`config.mk`:
```
export PLATFORM = sky130hd
export DESIGN_NAME = inst_queue
export DESIGN_NICKNAME = d
export VERILOG_FILES = /design/src/rtl/inst_queue_pkg.sv /design/src/rtl/inst_queue_mem.sv /design/src/rtl/inst_queue.sv
export SDC_FILE = /design/constraint.sdc
export NUM_CORES = 1
export LEC_CHECK = 0
export CORE_ASPECT_RATIO = 2
export CORE_UTILIZATION = 40
export DETAILED_ROUTE_END_ITERATION = 8
export PLACE_DENSITY_LB_ADDON = 0.1
export SYNTH_ARGS = -nofsm -noshare
export SYNTH_HDL_FRONTEND = slang
export SYNTH_SLANG_ARGS = --single-unit
```
`constraint.sdc`:
```
create_clock -name clk -period 3.45 [get_ports clk]
set_input_delay 0.69 -clock clk [delete_from_list [all_inputs] [get_ports clk]]
set_output_delay 0.69 -clock clk [all_outputs]
set_load 0.05 [all_outputs]
```
`src/rtl/inst_queue_pkg.sv`:
```
// Shared types and constants for the fetch-to-decode instruction queue.
// Consumers of inst_queue import this package for the entry layout and reset constants.
package inst_queue_pkg;

    localparam int PKG_PC_W   = 32;
    localparam int PKG_INST_W = 32;

    localparam logic [PKG_INST_W-1:0] INST_NOP = 32'h0000_0013;
    localparam logic [PKG_PC_W-1:0]   PC_RESET = 32'h8000_0000;

    typedef struct packed {
        logic [PKG_PC_W-1:0]   pc;
        logic [PKG_INST_W-1:0] inst;
    } inst_entry_t;

endpackage

```
`src/rtl/inst_queue_mem.sv`:
```
// Entry storage for inst_queue: DEPTH x WIDTH register array,
// synchronous write port and asynchronous read port.
module inst_queue_mem #(
    parameter int DEPTH = 4,
    parameter int WIDTH = 64
) (
    input  logic                     clk,
    input  logic                     we,
    input  logic [$clog2(DEPTH)-1:0] waddr,
    input  logic [WIDTH-1:0]         wdata,
    input  logic [$clog2(DEPTH)-1:0] raddr,
    output logic [WIDTH-1:0]         rdata
);

    logic [WIDTH-1:0] mem_q [DEPTH];

    // NOTE: storage is deliberately not reset; validity is tracked by the pointers alone.
    // NOTE: sequential state uses non-blocking assignments so every flop samples pre-edge values.
    always_ff @(posedge clk) begin
        if (we) begin
            mem_q[waddr] <= wdata;
        end
    end

    assign rdata = mem_q[raddr];

endmodule

```
`src/rtl/inst_queue.sv`:
```
// In-order instruction buffer between IF/ID and decode; flush discards all entries.
// Define INST_QUEUE_BYPASS_EN for a zero-latency empty-queue path from fetch to decode.
module inst_queue
    import inst_queue_pkg::*;
#(
    parameter int DEPTH  = 4,
    parameter int PC_W   = 32,
    parameter int INST_W = 32
) (
    input  logic                     clk,
    input  logic                     rst,
    input  logic                     flush,
    input  logic                     in_valid,
    output logic                     in_ready,
    input  logic [PC_W-1:0]          in_pc,
    input  logic [INST_W-1:0]        in_inst,
    output logic                     out_valid,
    input  logic                     out_ready,
    output logic [PC_W-1:0]          out_pc,
    output logic [INST_W-1:0]        out_inst,
    output logic [$clog2(DEPTH):0]   count
);

    localparam int ADDR_W  = $clog2(DEPTH);
    localparam int PTR_W   = ADDR_W + 1;
    localparam int ENTRY_W = PC_W + INST_W;

    logic [PTR_W-1:0]   wr_ptr_q, wr_ptr_d;
    logic [PTR_W-1:0]   rd_ptr_q, rd_ptr_d;
    logic               empty, full;
    logic               push, pop;
    logic               mem_we, mem_pop;
    logic [ENTRY_W-1:0] head_entry;

    assign empty = (wr_ptr_q == rd_ptr_q);
    assign full  = (wr_ptr_q[ADDR_W-1:0] == rd_ptr_q[ADDR_W-1:0]) &&
                   (wr_ptr_q[ADDR_W] != rd_ptr_q[ADDR_W]);
    assign count = wr_ptr_q - rd_ptr_q;

    // in_ready never looks at out_ready, so a slot freed by a pop opens one cycle later.
    assign in_ready = ~full & ~flush;
    assign push     = in_valid & in_ready;
    assign pop      = out_valid & out_ready;
    assign mem_pop  = pop & ~empty;

`ifdef INST_QUEUE_BYPASS_EN
    logic bypass;

    assign bypass    = empty & in_valid & ~flush;
    assign out_valid = (~empty & ~flush) | bypass;
    assign out_pc    = empty ? (bypass ? in_pc   : '0) : head_entry[ENTRY_W-1:INST_W];
    assign out_inst  = empty ? (bypass ? in_inst : '0) : head_entry[INST_W-1:0];
    // An entry consumed straight through the bypass is never stored.
    assign mem_we    = push & ~(bypass & out_ready);
`else
    assign out_valid = ~empty & ~flush;
    assign out_pc    = empty ? '0 : head_entry[ENTRY_W-1:INST_W];
    assign out_inst  = empty ? '0 : head_entry[INST_W-1:0];
    assign mem_we    = push;
`endif

    // NOTE: defaults first so every path assigns every output and no latch is inferred.
    always_comb begin
        wr_ptr_d = wr_ptr_q;
        rd_ptr_d = rd_ptr_q;
        if (flush) begin
            rd_ptr_d = wr_ptr_q;
        end else begin
            if (mem_we)  wr_ptr_d = wr_ptr_q + PTR_W'(1);
            if (mem_pop) rd_ptr_d = rd_ptr_q + PTR_W'(1);
        end
    end

    always_ff @(posedge clk) begin
        if (rst) begin
            wr_ptr_q <= '0;
            rd_ptr_q <= '0;
        end else begin
            wr_ptr_q <= wr_ptr_d;
            rd_ptr_q <= rd_ptr_d;
        end
    end

    inst_queue_mem #(
        .DEPTH (DEPTH),
        .WIDTH (ENTRY_W)
    ) u_mem (
        .clk   (clk),
        .we    (mem_we),
        .waddr (wr_ptr_q[ADDR_W-1:0]),
        .wdata ({in_pc, in_inst}),
        .raddr (rd_ptr_q[ADDR_W-1:0]),
        .rdata (head_entry)
    );

endmodule

```
==> results.py, run 1 <==
metrics = {
    "outcome": {
        "status": "completed",
    },
    "final_layout": {
        "final_layout_size_suffix_gt1_share_pct": 29.3,
        "finalInstanceArea_mm2": 0.0128,
        "fin_util_pct": 50.9,
        "fin_nets": 702,
        "fillers": 2031,
        "stdcell_count": 976,
        "multiInputGateArea_mm2": 0.00230,
        "syn_to_final_growth_pct": 24.1,
        "ff_latch_area_mm2": 0.00786,
    },
    "yosys": {
        "yosys_warnings": 0,
        "syn-mean-instance-area_um2": 21.8,
        "synth_edf_count": 256,
        "synth.most_common_cell": "edfxtp_1",
        "synth_top_cells_by_count": "edfxtp_1 (256), nor2b_1 (65), mux4_2 (64)",
        "synth_top_cell_by_area": "edfxtp_1",
        "synth.top_cells.by_area": "edfxtp_1 (75%), mux4_2 (14%), nor2b_1 (3.9%)",
        "syn_inst": 472,
        "synthFlopType": "edfxtp_1",
        "ys_seq_area_share_pct": 76.1,
        "netlist_area_mm2": 0.0103,
        "synth_nets": 549,
        "synth-async-reset-ratio_pct": 0,
        "ys_seq_elements": 264,
        "synth_top_area_share_pct": 74.6,
        "synth_cell_types": 39,
    },
    "grt": {
        "grt_pass1_wl_um": 32300,
        "antenna_found_initial": 1,
        "grt-ovfl-total": 0,
        "grt_pass1_vias": 5694,
        "grt_usage_pct": 16.5,
        "grt_max_degree": 65,
    },
    "timing": {
        "fin_hold_ws_ns": 0.554,
        "min_period_over_period_pct": 95.6,
        "relSlewSlack_pct": 61.2,
        "finalSetupViolCount": 0,
        "rsz0062_at_grt": "no",
        "fmax_mhz": 303,
        "hold_violations": 0,
        "setup_slack_ns": 0.150,
        "min_period_ns": 3.30,
        "final.setup.tns_ns": 0,
        "fin_skew_ns": 0.00735,
        "slew_violations": 0,
        "worst_slew_pin_slew_ns": 0.582,
    },
    "floorplanning": {
        "die_y_um": 229,
        "rows": 82,
        "core-area_mm2": 0.0251,
        "initial_core_util_pct": 41.0,
        "dieArea_mm2": 0.0264,
        "die_w_um": 116,
        "io_pins": 138,
    },
    "placed_design": {
        "hpwl_um": 12800,
        "gp_congestion": 0.764,
        "place_area_mm2": 0.0120,
        "post-place-cells": 936,
        "dpl_worst_slack_ns": 0.616,
        "port-buffer-count": 137,
    },
    "clocking": {
        "cts_resized": 0,
        "hold_buffers": 0,
        "post_cts_buffers": 0,
        "clk_pin_slew_ns": 0.07,
        "h-tree-depth": 1,
        "ctsLongestPathBuffers": 3,
        "cts_tree": "built",
        "root_buffer": "clkbuf_16",
        "cts_sinks": 264,
        "cts_buffers": 23,
        "clock_latency_ns": 0.51,
    },
    "route": {
        "drc": 0,
        "first_pass_iters": 4,
        "final_antenna_net_count": 0,
        "drt_iter0_markers": 244,
        "viasPerCell": 5.09,
        "wirelength_um": 21000,
        "vias": 4968,
        "wl_per_cell_um": 21.5,
    },
    "worst_hold_path": {
        "worstHoldEndpoint": "wr_ptr_q[1]$_SDFFE_PP0P_",
        "min_path_type": "reg2reg",
        "whs_path_depth": 2,
        "hp-start": "wr_ptr_q[1]$_SDFFE_PP0P_",
    },
    "power_and_ir_drop": {
        "vdd_drop_max_mv": 0.330,
        "p_total_mw": 7.76,
        "cellPowerDensity_mw_per_mm2": 607,
        "p_leak_nw": 4.20,
    },
    "critical_path": {
        "startpoint": "wr_ptr_q[0]$_SDFFE_PP0P_",
        "r2r-start": "rd_ptr_q[1]$_SDFFE_PP0P_",
        "rr_worst_depth": 5,
        "start_kind": "flop",
        "critPathCaptureType": "output pin",
        "r2r_slack_ns": 1.00,
        "worstPathMaxFanout": 5,
        "timing.rr.end": "u_mem.mem_q[2][47]$_DFFE_PP_",
        "path_class": "reg2out",
        "critPathRequiredTime_ns": 2.76,
        "arrival_ns": 2.61,
    },
    "run": {
        "cap_viol_max_count": 0,
    },
}
## state kept, by name, summed over array words and instances, names as in the netlist, named ones only
| name | count |
|---|---|
| wr_ptr_q | 3 |
| u_mem.mem_q | 256 |
| rd_ptr_q | 3 |
## logic make-up after synthesis
| group | after synthesis | share of synthesized area (%) |
|---|---|---|
| mux | 67 | 14.3 |
| flops | 264 | 76.1 |
| xor+xnor | 2 | 0.352 |
| simple gates | 86 | 5.21 |
| compound gates | 15 | 1.19 |
| fa+ha+maj | 8 | 1.04 |
| buf+inv | 30 | 1.72 |
## worst max-delay path by stage
stage	to	depth (start not counted)
finish	count[2]	5
floorplan	u_mem.mem_q[2][0]$_DFFE_PP_	5
CTS	out_valid	6
detailed placement	u_mem.mem_q[2][8]$_DFFE_PP_	5
global placement	out_valid	6
global route	count[2]	5
## worst max-delay path: stages (launching register included)
cell and delay [ns]:
dfxtp_1 0.43, inv_1 0.13, ha_2 0.20, fa_1 0.37
xor2_1 0.16, clkdlybuf4s50_1 0.82
## power by group
part           switching (mW)  internal, mW
registers              0.0375          3.60
clock network            1.08          1.53
logic                   0.972         0.547
total                    2.09          5.67
## area by class of cell
cell class	count	share of cell area, %
Clock inverter	9	0.900
Tap cell	336	3.29
Multi-Input combinational cell	178	18.0
Sequential cell	264	61.4
Antenna cell	1	0.0196
Inverter	6	0.176
Timing Repair Buffer	152	11.2
Clock buffer	30	5.02
## placed cells by master, fill, tap and decap left out, types with 2 or more instances in the layout
cell type and n:
clkbuf_1 3, bufinv_16 3, clkinv_1 4, a21oi_1 4
inv_1 6, mux4_2 64, dfxtp_1 6, buf_4 71
and2_4 3, edfxtp_1 256, o21ai_0 2, clkbuf_8 4
nand3b_1 2, nor2b_1 65, dfxtp_4 2, clkbuf_16 23
clkinv_2 2, buf_12 8, nor2_1 4, ha_1 6
o22ai_1 2, nand2b_1 3, o31a_1 2, clkdlybuf4s50_1 72
or3b_1 2
## metal layers
| layer | vias to the layer above | wire length (um) | global-route usage (%) |
|---|---|---|---|
| li1 | 2218 | - | - |
| met1 | 2614 | 7720 | 18.0 |
| met2 | 108 | 12000 | 31.6 |
| met3 | 28 | 849 | 2.59 |
| met4 | 0 | 431 | 5.36 |
| met5 | - | 0 | 0 |
Note: power is estimated with default switching activity, not from simulation.
==> inputs of run 2 (changes only) <==
- CORE_MARGIN: default -> 4
==> run 2 against run 1 <==
Effect of this change: flip-flop and latch count stayed put; count of clock-buffer cells in the layout stayed put; sequential share of layout area is 0.26 points lower; hold slack better by 0.020 ns; combinational power hardly changed; highest routed layer unchanged; critical path depth is 2 higher; die area is 8.0% higher; via count is 0.38% higher; cell count is 0.41% higher; wire length is 0.52% higher; critical endpoint is now out_inst[3]; setup slack better by 0.020 ns.
==> results.py, run 2 (synthesized netlist as in run 1, its figures left out) <==
metrics = {
    "floorplanning": {
        "dieArea_mm2": 0.0286,
        "die_w_um": 122,
        "die_y_um": 235,
        "io_pins": 138,
        "core-area_mm2": 0.0252,
        "initial_core_util_pct": 40.8,
        "rows": 82,
    },
    "placed_design": {
        "gp_congestion": 0.788,
        "hpwl_um": 12300,
        "port-buffer-count": 137,
        "post-place-cells": 934,
        "place_area_mm2": 0.0120,
    },
    "route": {
        "final_antenna_net_count": 0,
        "viasPerCell": 5.09,
        "vias": 4987,
        "drc": 0,
        "first_pass_iters": 5,
        "wirelength_um": 21100,
        "drt_iter0_markers": 325,
        "wl_per_cell_um": 21.5,
    },
    "grt": {
        "grt-ovfl-total": 0,
        "antenna_found_initial": 1,
        "grt_pass1_vias": 5595,
        "grt_pass1_wl_um": 32500,
        "grt_usage_pct": 14.9,
        "grt_max_degree": 65,
    },
    "worst_hold_path": {
        "hp-start": "wr_ptr_q[1]$_SDFFE_PP0P_",
        "min_path_type": "reg2reg",
        "whs_path_depth": 2,
    },
    "critical_path": {
        "arrival_ns": 2.59,
        "max_stage_delay_ns": 0.54,
        "critPathCaptureType": "output pin",
        "critPathRequiredTime_ns": 2.76,
        "cp_slowest_cell": "dlygate4sd2_1",
        "start_kind": "flop",
        "cp_cell_sequence": "inv_1, ha_1, nand2_1, nor2_4, buf_6, nor2b_1, dlygate4sd2_1",
        "rr_worst_depth": 5,
        "r2r-start": "rd_ptr_q[1]$_SDFFE_PP0P_",
        "startpoint": "rd_ptr_q[1]$_SDFFE_PP0P_",
        "path_class": "reg2out",
        "worstPathMaxFanout": 21,
    },
    "final_layout": {
        "largestRegisters": "u_mem.mem_q (256), rd_ptr_q (3), wr_ptr_q (3)",
        "final_layout_size_suffix_gt1_share_pct": 27.1,
        "final_cell_mix": "edfxtp_1 (256), clkdlybuf4s50_1 (71), nor2b_1 (65), mux4_2 (64), buf_4 (49)",
        "regMostFlops": "u_mem.mem_q",
        "fin_nets": 702,
        "mostFrequentLayoutCell": "edfxtp_1",
        "largest_reg_flops": 256,
        "stdcell_count": 980,
        "syn_to_final_growth_pct": 24.6,
        "finalInstanceArea_mm2": 0.0128,
    },
    "power_and_ir_drop": {
        "switching_share_pct": 27.3,
        "power.share.clock_pct": 34.1,
        "p_comb_share_pct": 19.2,
        "cellPowerDensity_mw_per_mm2": 609,
        "p_int_mw": 5.69,
        "p_sw_mw": 2.13,
        "vdd_drop_max_mv": 0.389,
        "p_leak_nw": 4.23,
        "p_seq_share_pct": 46.6,
    },
    "clocking": {
        "cts_buffers": 24,
        "hold_buffers": 0,
        "cts_tree": "built",
        "cts_sinks": 264,
        "h-tree-depth": 1,
        "ctsLongestPathBuffers": 3,
        "root_buffer": "clkbuf_16",
        "clock_latency_ns": 0.52,
        "clk_pin_slew_ns": 0.07,
    },
    "timing": {
        "final.setup.tns_ns": 0,
        "min_period_ns": 3.28,
        "finalSetupViolCount": 0,
        "min_period_over_period_pct": 95.1,
        "relSlewSlack_pct": 60.4,
        "hold_violations": 0,
        "fmax_mhz": 305,
        "fin_skew_ns": 0.00704,
        "slew_violations": 0,
        "worst_slew_pin_slew_ns": 0.594,
        "rsz0062_at_grt": "no",
    },
    "run": {
        "cap_viol_max_count": 0,
    },
    "outcome": {
        "status": "completed",
    },
}
-- run 2: layer usage --
layer / vias to the layer above / track usage, % / wire length (um)
met3: 20 / 2.74 / 1050
met2: 129 / 27.3 / 11600
met1: 2615 / 17.6 / 8010
met4: 0 / 4.69 / 372
li1: 2223 / - / -
met5: - / 0 / 0
-- run 2: power by group through the flow --
| stage | clock network (mW) | registers, mW | logic [mW] |
|---|---|---|---|
| after global routing | 2.89 | 3.65 | 1.59 |
| after CTS | 2.75 | 3.66 | 1.52 |
| after global placement | 0 | 3.72 | 1.53 |
| after floorplan | 0 | 3.69 | 1.06 |
| final | 2.67 | 3.65 | 1.50 |
| after detailed placement | 0 | 3.73 | 1.54 |
-- run 2: final cells by class --
| cell class | instances | area (um^2) |
|---|---|---|
| Inverter | 6 | 22.5 |
| Sequential cell | 264 | 7860 |
| Timing Repair Buffer | 151 | 1440 |
| Tap cell | 336 | 420 |
| Multi-Input combinational cell | 178 | 2310 |
| Clock buffer | 30 | 644 |
| Fill cell | 2160 | 12400 |
| Clock inverter | 13 | 144 |
| Antenna cell | 2 | 5.00 |
-- run 2: final timing paths --
kind / slack [ns] / to
setup / recovery: 0.17 / out_inst[3]
hold / removal: 0.57 / wr_ptr_q[1]$_SDFFE_PP0P_
setup reg to reg: 1.08 / u_mem.mem_q[2][18]$_DFFE_PP_
hold reg to reg: 0.57 / wr_ptr_q[1]$_SDFFE_PP0P_
-- run 2: repair_timing --
item                                    in CTS  in global routing
resized for setup                           22                 12
endpoints found under the setup margin      61                 38
setup buffers                                0                  1
-- run 2: critical path, delay by kind of cell (launching register included) --
kind / cells / cell delay, ns
AND/OR/NAND/NOR: 3 / 0.42
flip-flops: 1 / 0.41
adder cells (fa/ha/maj): 1 / 0.43
buffers and inverters: 3 / 0.81
-- run 2: metrics by stage --
step                      power [mW]  setup WS [ns]  utilization [%]  hold WS, ns
after detailed placement        5.27          0.273             47.7        0.560
after CTS                       7.92         0.0404             50.8        0.578
after floorplan                 4.75          0.187                -        0.497
after global placement          5.25          0.403             47.7        0.517
final                           7.82          0.170             50.9        0.574
after global routing            8.14         0.0143             50.9        0.593
==> inputs of run 3 (changes only) <==
- clock period: 3.45 -> 4.16 ns (I/O delays scaled with it)
==> run 3 against run 2 <==
Effect of this change: clock skew increased by 0.012 ns; global-route usage is 0.091 points higher; die area unchanged; wire length fell by 0.22%; non-clock buffer count increased by 3; count of clock-buffer cells in the layout increased by 6; via count fell by 0.38%; sequential power decreased by 17%; flip-flop and latch count did not move; design area is 1.1% higher; combinational power down 13%.
==> results.py, run 3 (synthesized netlist as in run 1, its figures left out) <==
metrics = {
    "placed_design": {
        "place_area_mm2": 0.0121,
        "gp_congestion": 0.725,
        "hpwl_um": 13300,
        "post-place-cells": 937,
        "port-buffer-count": 137,
    },
    "final_layout": {
        "fillers": 2132,
        "syn_to_final_growth_pct": 26.0,
        "ff_latch_area_mm2": 0.00786,
        "fin_nets": 705,
        "finalInstanceArea_mm2": 0.0130,
        "stdcell_count": 982,
        "final_layout_size_suffix_gt1_share_pct": 20.0,
        "final_cell_mix": "edfxtp_1 (256), clkdlybuf4s50_1 (137), nor2b_1 (65), mux4_2 (64), clkbuf_16 (25)",
        "largest_reg_flops": 256,
        "multiInputGateArea_mm2": 0.00230,
        "regMostFlops": "u_mem.mem_q",
        "largestRegisters": "u_mem.mem_q (256), rd_ptr_q (3), wr_ptr_q (3)",
        "diodes": 0,
        "mostFrequentLayoutCell": "edfxtp_1",
    },
    "timing": {
        "fin_skew_ns": 0.0187,
        "finalSetupViolCount": 0,
        "hold_violations": 0,
        "min_period_over_period_pct": 94.8,
        "relSlewSlack_pct": 61.6,
        "worst_slew_pin_slew_ns": 0.576,
        "final.setup.tns_ns": 0,
        "min_period_ns": 3.94,
        "fmax_mhz": 254,
        "rsz0062_at_grt": "no",
        "slew_violations": 0,
    },
    "critical_path": {
        "worstPathMaxFanout": 23,
        "start_kind": "flop",
        "critPathRequiredTime_ns": 3.33,
        "path_class": "reg2out",
        "critPathCaptureType": "output pin",
        "arrival_ns": 3.11,
    },
    "clocking": {
        "cts_resized": 0,
        "clk_pin_slew_ns": 0.06,
        "ctsLongestPathBuffers": 3,
        "root_buffer": "clkbuf_16",
        "cts_buffers": 24,
        "cts_tree": "built",
        "cts_sinks": 264,
        "clock_latency_ns": 0.52,
        "h-tree-depth": 1,
    },
    "power_and_ir_drop": {
        "switching_share_pct": 26.7,
        "vdd_drop_max_mv": 0.350,
        "power.share.clock_pct": 34.6,
        "p_leak_nw": 4.11,
        "p_sw_mw": 1.76,
        "p_seq_share_pct": 45.8,
        "cellPowerDensity_mw_per_mm2": 509,
        "p_total_mw": 6.61,
        "p_int_mw": 4.85,
        "p_comb_share_pct": 19.6,
    },
    "route": {
        "drt_iter0_markers": 244,
        "wirelength_um": 21000,
        "wl_per_cell_um": 21.4,
        "viasPerCell": 5.06,
        "vias": 4968,
        "final_antenna_net_count": 0,
        "first_pass_iters": 4,
        "drc": 0,
    },
    "grt": {
        "grt-ovfl-total": 0,
        "busiest_layer": "met2",
        "grtUsageMet2_pct": 28.0,
        "grt_usage_pct": 15.0,
        "grt_pass1_vias": 5662,
        "grtUsageMet1_pct": 17.5,
        "grt_max_degree": 38,
        "grt_pass1_wl_um": 32900,
        "grtUsageMet3_pct": 2.41,
        "antenna_found_initial": 0,
    },
    "floorplanning": {
        "initial_core_util_pct": 40.8,
        "rows": 82,
        "die_y_um": 235,
        "io_pins": 138,
        "core-area_mm2": 0.0252,
        "die_w_um": 122,
        "dieArea_mm2": 0.0286,
    },
    "run": {
        "cap_viol_max_count": 0,
    },
    "worst_hold_path": {
        "min_path_type": "reg2reg",
    },
    "outcome": {
        "status": "completed",
    },
}
## run 3: changes by cell type in the layout (fill, tap and decap cells not counted), moves of 2 or more
cell,delta
clkdlybuf4s50_1,+66
buf_4,-36
dlygate4sd2_1,-16
buf_12,-4
clkbuf_2,-4
clkbuf_8,+3
clkinv_1,-3
clkbuf_1,+2
clkinv_2,-2
diode_2,-2
## run 3: area by class of cell
| cell class | count | share of cell area (%) |
|---|---|---|
| Clock buffer | 36 | 5.44 |
| Tap cell | 336 | 3.24 |
| Clock inverter | 8 | 1.01 |
| Multi-Input combinational cell | 178 | 17.7 |
| Sequential cell | 264 | 60.5 |
| Inverter | 6 | 0.173 |
| Timing Repair Buffer | 154 | 11.9 |
## run 3: per-stage QoR
stage | setup WS (ns) | util (%) | hold WS, ns
4_1_cts | 0.147 | 51.5 | 0.581
5_1_grt | 0.0324 | 51.5 | 0.630
3_3_place_gp | 0.620 | 48.1 | 0.548
6_report | 0.216 | 51.5 | 0.575
2_1_floorplan | 0.591 | - | 0.497
3_5_place_dp | 0.531 | 48.1 | 0.572
## run 3: worst max-delay path, stage by stage (launching register included)
cell and delay (ns):
dfxtp_1 0.40, inv_1 0.12, ha_1 0.49, nand2_1 0.21
nor2_4 0.25, buf_4 0.33, nor2b_1 0.09, clkdlybuf4s50_1 0.71
## run 3: metal layers
layer	share of wire, %	up-vias
met4	1.8	0
met2	57	107
met1	37	2613
met5	0	-
li1	-	2223
met3	4.0	25
## run 3: path summary, 6_finish.rpt
check	start	endpoint	slack (ns)	depth (start not counted)
setup / recovery	wr_ptr_q[0]$_SDFFE_PP0P_	out_inst[4]	0.22	7
hold reg to reg	wr_ptr_q[1]$_SDFFE_PP0P_	wr_ptr_q[1]$_SDFFE_PP0P_	0.58	2
setup reg to reg	wr_ptr_q[0]$_SDFFE_PP0P_	u_mem.mem_q[0][56]$_DFFE_PP_	1.52	5
hold / removal	wr_ptr_q[1]$_SDFFE_PP0P_	wr_ptr_q[1]$_SDFFE_PP0P_	0.58	2
## run 3: power groups by stage
stage	combinational, mW	sequential, mW	clock, mW
global placement	1.31	3.08	0
detailed placement	1.31	3.09	0
finish	1.30	3.03	2.29
floorplan	0.879	3.06	0
CTS	1.32	3.03	2.36
global route	1.37	3.03	2.46
## run 3: repair_timing
| action | CTS | global route |
|---|---|---|
| hold buffers | 0 | 0 |
| buffers inserted | 1 | 0 |
| hold endpoints to repair | 0 | 0 |
| setup endpoints to repair | 28 | 0 |
